$ cat src/rtl/pipelined_barrel_shifter.sv
// Pipelined multi-mode barrel shifter (SLL/SRL/SRA/ROL), one register per 2^k
// shift stage, with valid/ready handshakes and full backpressure.

module pipelined_barrel_shifter_step #(
  parameter int W   = 8,
  parameter int AMT = 1
) (
  input  logic [W-1:0] data_i,
  input  logic         en_i,
  input  logic [1:0]   mode_i,
  input  logic         sign_i,
  output logic [W-1:0] data_o
);
  logic [W-1:0] fill;

  // SRA fill uses the operand's original sign, not this stage's MSB.
  assign fill = sign_i ? ~({W{1'b1}} >> AMT) : '0;

  always_comb begin
    data_o = data_i;
    if (en_i) begin
      case (mode_i)
        2'd0:    data_o = data_i << AMT;
        2'd1:    data_o = data_i >> AMT;
        2'd2:    data_o = (data_i >> AMT) | fill;
        default: data_o = (data_i << AMT) | (data_i >> (W - AMT));
      endcase
    end
  end
endmodule

module pipelined_barrel_shifter #(
  parameter int data_width = 8,
  parameter int shift_len  = 3
) (
  input  logic                  clk,
  input  logic                  rst_n,
  input  logic                  in_valid,
  output logic                  in_ready,
  input  logic [data_width-1:0] in_data,
  input  logic [shift_len-1:0]  in_bits,
  input  logic [1:0]            in_mode,
  output logic                  out_valid,
  input  logic                  out_ready,
  output logic [data_width-1:0] out_data,
  output logic                  out_zero
);
  localparam int W = data_width;
  localparam int S = shift_len;

  logic [S-1:0]         vld_q, sign_q, up_vld, up_sign, rdy;
  logic [S-1:0][W-1:0]  data_q, up_data, data_d;
  logic [S-1:0][S-1:0]  bits_q, up_bits;
  logic [S-1:0][1:0]    mode_q, up_mode;

  // Stage k is fed by stage k-1; stage 0 by the input port.
  assign up_vld  = {vld_q[S-2:0],  in_valid};
  assign up_data = {data_q[S-2:0], in_data};
  assign up_bits = {bits_q[S-2:0], in_bits};
  assign up_mode = {mode_q[S-2:0], in_mode};
  assign up_sign = {sign_q[S-2:0], in_data[W-1]};

  for (genvar k = 0; k < S; k++) begin : g_stage
    pipelined_barrel_shifter_step #(.W(W), .AMT(1 << k)) u_step (
      .data_i (up_data[k]),
      .en_i   (up_bits[k][k]),
      .mode_i (up_mode[k]),
      .sign_i (up_sign[k]),
      .data_o (data_d[k])
    );
  end

  // ready_k = !valid_k || ready_(k+1), unrolled: stage k can move unless it and
  // every stage downstream of it are full while the output is stalled.
  always_comb begin
    for (int k = 0; k < S; k++)
      rdy[k] = out_ready || !(&(vld_q | S'((1 << k) - 1)));
  end

  always_ff @(posedge clk) begin
    if (!rst_n) begin
      vld_q  <= '0;
      data_q <= '0;
      bits_q <= '0;
      mode_q <= '0;
      sign_q <= '0;
    end else begin
      for (int k = 0; k < S; k++) begin
        if (rdy[k]) begin
          vld_q[k]  <= up_vld[k];
          data_q[k] <= data_d[k];
          bits_q[k] <= up_bits[k];
          mode_q[k] <= up_mode[k];
          sign_q[k] <= up_sign[k];
        end
      end
    end
  end

  assign in_ready  = rdy[0];
  assign out_valid = vld_q[S-1];
  assign out_data  = data_q[S-1];
  assign out_zero  = (data_q[S-1] == '0);

  // Control fields of the final stage have no consumer.
  logic unused_tail;
  assign unused_tail = ^{bits_q[S-1], mode_q[S-1], sign_q[S-1]};
endmodule

$ cat config.mk
export PLATFORM = sky130hd
export DESIGN_NAME = pipelined_barrel_shifter
export DESIGN_NICKNAME = d
export VERILOG_FILES = /design/src/rtl/pipelined_barrel_shifter.sv
export SDC_FILE = /design/constraint.sdc
export NUM_CORES = 1
export LEC_CHECK = 0
export CORE_MARGIN = 2
export CORE_UTILIZATION = 35
export CTS_CLUSTER_DIAMETER = 120
export DETAILED_ROUTE_END_ITERATION = 16
export PLACE_DENSITY = 0.61
export REMOVE_ABC_BUFFERS = 1
export SLEW_MARGIN = 20
export SYNTH_ARGS = -nofsm -noshare
export SYNTH_HDL_FRONTEND = slang
export SYNTH_SLANG_ARGS = --single-unit
$ cat constraint.sdc
create_clock -name clk -period 1.3 [get_ports clk]
set_input_delay 0.26 -clock clk [delete_from_list [all_inputs] [get_ports clk]]
set_output_delay 0.26 -clock clk [all_outputs]
set_load 0.03 [all_outputs]
==> out/summary.txt <==
Critical path buffers and inverters: 1
status: complete, but fails checks
ranking of synthesized cells by area: dfxtp_1 (36%), o211ai_1 (7.1%), nand3_1 (5.5%)
All-Layer GR Usage: 15.1%
Area after DPL: 0.00241 mm2
Hold/Removal Path Class: flip-flop to flip-flop
post-synth top area cell: dfxtp_1
failing checks: negative setup slack
period utilisation layout: 126%
Gate Count Post-Synth: 241
Worst-Margin Slew: 0.531 ns
combinational group share of total power: 19.0%
Fin. Hold Viols: 0
Top Family by Delay on Critical Path: simple AND/OR/NAND/NOR gates
area grow syn2layout: 28.2%
hold buffers post-CTS: 0
CP max-delay cell: or4_1
initial antenna violation count: 0
# DRC: 0
fin. max-slew vios: 0
critical path type: flip-flop to primary output
FF-to-FF path depth: 5
Leak: 1.00 nW
# clock sinks: 36
n_diodes: 0
crit path launch type: flip-flop
mapped cell area: 0.00201 mm2
post-synth top area share: 35.8%
CP Data Required Time: 1.04 ns
Pwr Total: 2.56 mW
Congestion Overflow GR: 0
Util after Layout: 46.6%
Antenna Nets Post-Route: 0
Core Area: 0.00554 mm2
Die Wd: 79.8 um
clk root buf: clkbuf_8
# nets final: 296
I/O pin total: 28
switch share: 27.0%
largest net degree at the start of global routing: 22
Flop pwr share: 49.1%
DR vias: 1796
number of flops mapped to enable cells by yosys: 0
start point of the worst hold path: bits_q[2]
Vias/cell: 5.10
top cells by count, synth: dfxtp_1 (36), nand3_1 (22), nand2_1 (19), nor2_1 (19), o211ai_1 (19)
Initial Utilization: 36.3%
Net Sw Power: 0.693 mW
CTS buffer count: 5
Detailed Place HPWL: 3360 um
worst-case clock buffer depth: 2
Worst-path clk slew: 0.07 ns
CP Cell Sequence: or4_1, nor2_1, buf_4
Yosys reg bits: 36
first-pass GRT wire length: 7690 um
row cnt: 27
chip height: 79.8 um
largest stage delay on the critical path: 0.52 ns
fmax: 609 MHz
TNS Setup: -0.436 ns
worst skew pair latency: 0.29 ns
PwrDens: 994 mW/mm2
skew final: 0.00711 ns
Int Power: 1.87 mW
Max-slew headroom: 64.5%
unique cell type count in the Yosys netlist: 36
Synth Warn #: 0
final setup vio count: 2
routability cong.: 0.818
Max H-tree Level: 2
CTS tree: built
clock share of power: 31.9%
Avg Synthesized Cell Area: 8.35 um2
cell area after layout: 0.00258 mm2
CP arrival: 1.38 ns
max cap viols: 0
drt wl/cell: 12.6 um
IO Port Bufs: 27
Setup crit end kind: primary output
DRT iter0 DRCs: 68
crit path time final: 1.64 ns
Peak VDD IR: 0.342 mV
reg-to-reg startpoint: vld_q[1]
asr flop ratio synth: 0%
DIE AREA: 0.00637 mm2
fraction of final layout cells sized beyond drive strength 1: 27.9%
count leader, synth: dfxtp_1
Reg2Reg Capture Point: data_q[2]
setup ws final: -0.342 ns
drt pass-1 iters: 4
crit-path max FO: 2
Hold EP: bits_q[2]
register area share after synthesis: 35.8%
DRT Wirelength: 4420 um
Layout fillers: 563
worst hold margin: 0.457 ns
RSZ-0062 raised after global routing: yes
vias in the first global route: 1748
final cell count without fillers: 352
pre-CTS WS: -0.413 ns
Main synth FF type: dfxtp_1
WHS Path Cells: 2
FF-to-FF setup slack: 0.06 ns
cell count after placement: 339
[worst reg2reg max path: stages (launching register included)]
cell and delay [ns]:
dfxtp_2 0.33, and4b_2 0.29, clkinv_4 0.08, buf_6 0.14, buf_4 0.14, o32ai_2 0.18
[layer usage]
| layer | track usage (%) | vias to the layer above | part of all wire (%) |
|---|---|---|---|
| li1 | - | 937 | - |
| met1 | 17.8 | 820 | 45 |
| met2 | 27.0 | 32 | 49 |
| met3 | 3.73 | 7 | 4.0 |
| met4 | 4.58 | 0 | 1.3 |
| met5 | 0 | - | 0 |
[timing repair]
item | 4_1_cts | 5_1_grt
pin swaps | 1 | 1
resized for setup | 16 | 11
buffers inserted | 0 | 5
setup endpoints to repair | 17 | 15
[sequential cells by signal, indices dropped and copies added (netlist names)]
name and cells:
data_q 16, out_data 8, mode_q 4, bits_q 3
vld_q 3, sign_q 2
[cells by family (layout without fill, tap and decap cells)]
family / after synthesis / count (layout) / synth area share (%)
buf+inv: 36 / 75 / 9.33
compound gates: 58 / 58 / 21.6
mux: 13 / 13 / 6.90
flops: 36 / 36 / 35.8
xor+xnor: 2 / 2 / 1.62
simple gates: 96 / 96 / 24.7
[worst max path at each step]
| stage | startpoint | end | slack [ns] | cells after the start |
|---|---|---|---|---|
| 2_1_floorplan | out_data[4] | out_zero | -0.33 | 2 |
| 3_3_place_gp | in_mode[1] | data_q[0] | -0.37 | 4 |
| 3_5_place_dp | in_mode[1] | data_q[0] | -0.41 | 4 |
| 4_1_cts | out_data[4] | out_zero | -0.36 | 3 |
| 5_1_grt | out_data[4] | out_zero | -0.37 | 3 |
| 6_report | out_data[4] | out_zero | -0.34 | 3 |
[power by group through the flow]
stage	registers [mW]	logic (mW)	clock network (mW)
after floorplan	1.30	0.226	0
after global placement	1.28	0.473	0
after detailed placement	1.28	0.475	0
after CTS	1.26	0.472	0.843
after global routing	1.27	0.536	0.898
final	1.26	0.487	0.819
[layout make-up]
| type | instances | area [um2] | area share (%) |
|---|---|---|---|
| multi-input combinational | 169 | 1130 | 43.9 |
| sequential | 36 | 726 | 28.1 |
| timing repair buffer | 62 | 514 | 19.9 |
| clock buffer | 8 | 90.1 | 3.49 |
| tap | 72 | 90.1 | 3.49 |
| inverter | 5 | 27.5 | 1.07 |
[layout by cell type, fill, tap and decap left out, types with 4 or more instances in the layout]
cell	n
buf_4	40
dfxtp_2	4
clkbuf_8	6
o21ai_0	5
nand2_1	19
nand3_1	22
dfxtp_1	32
a311oi_1	4
nand2b_1	6
o31ai_1	4
nor2_1	19
nor3_1	4
nor3b_1	4
o21ai_2	4
clkdlybuf4s50_1	13
o211ai_1	19
a21oi_1	10
nor2b_1	9
mux2i_1	6
mux2_2	7
a32o_1	8
Note: power is estimated with default switching activity, not from simulation.
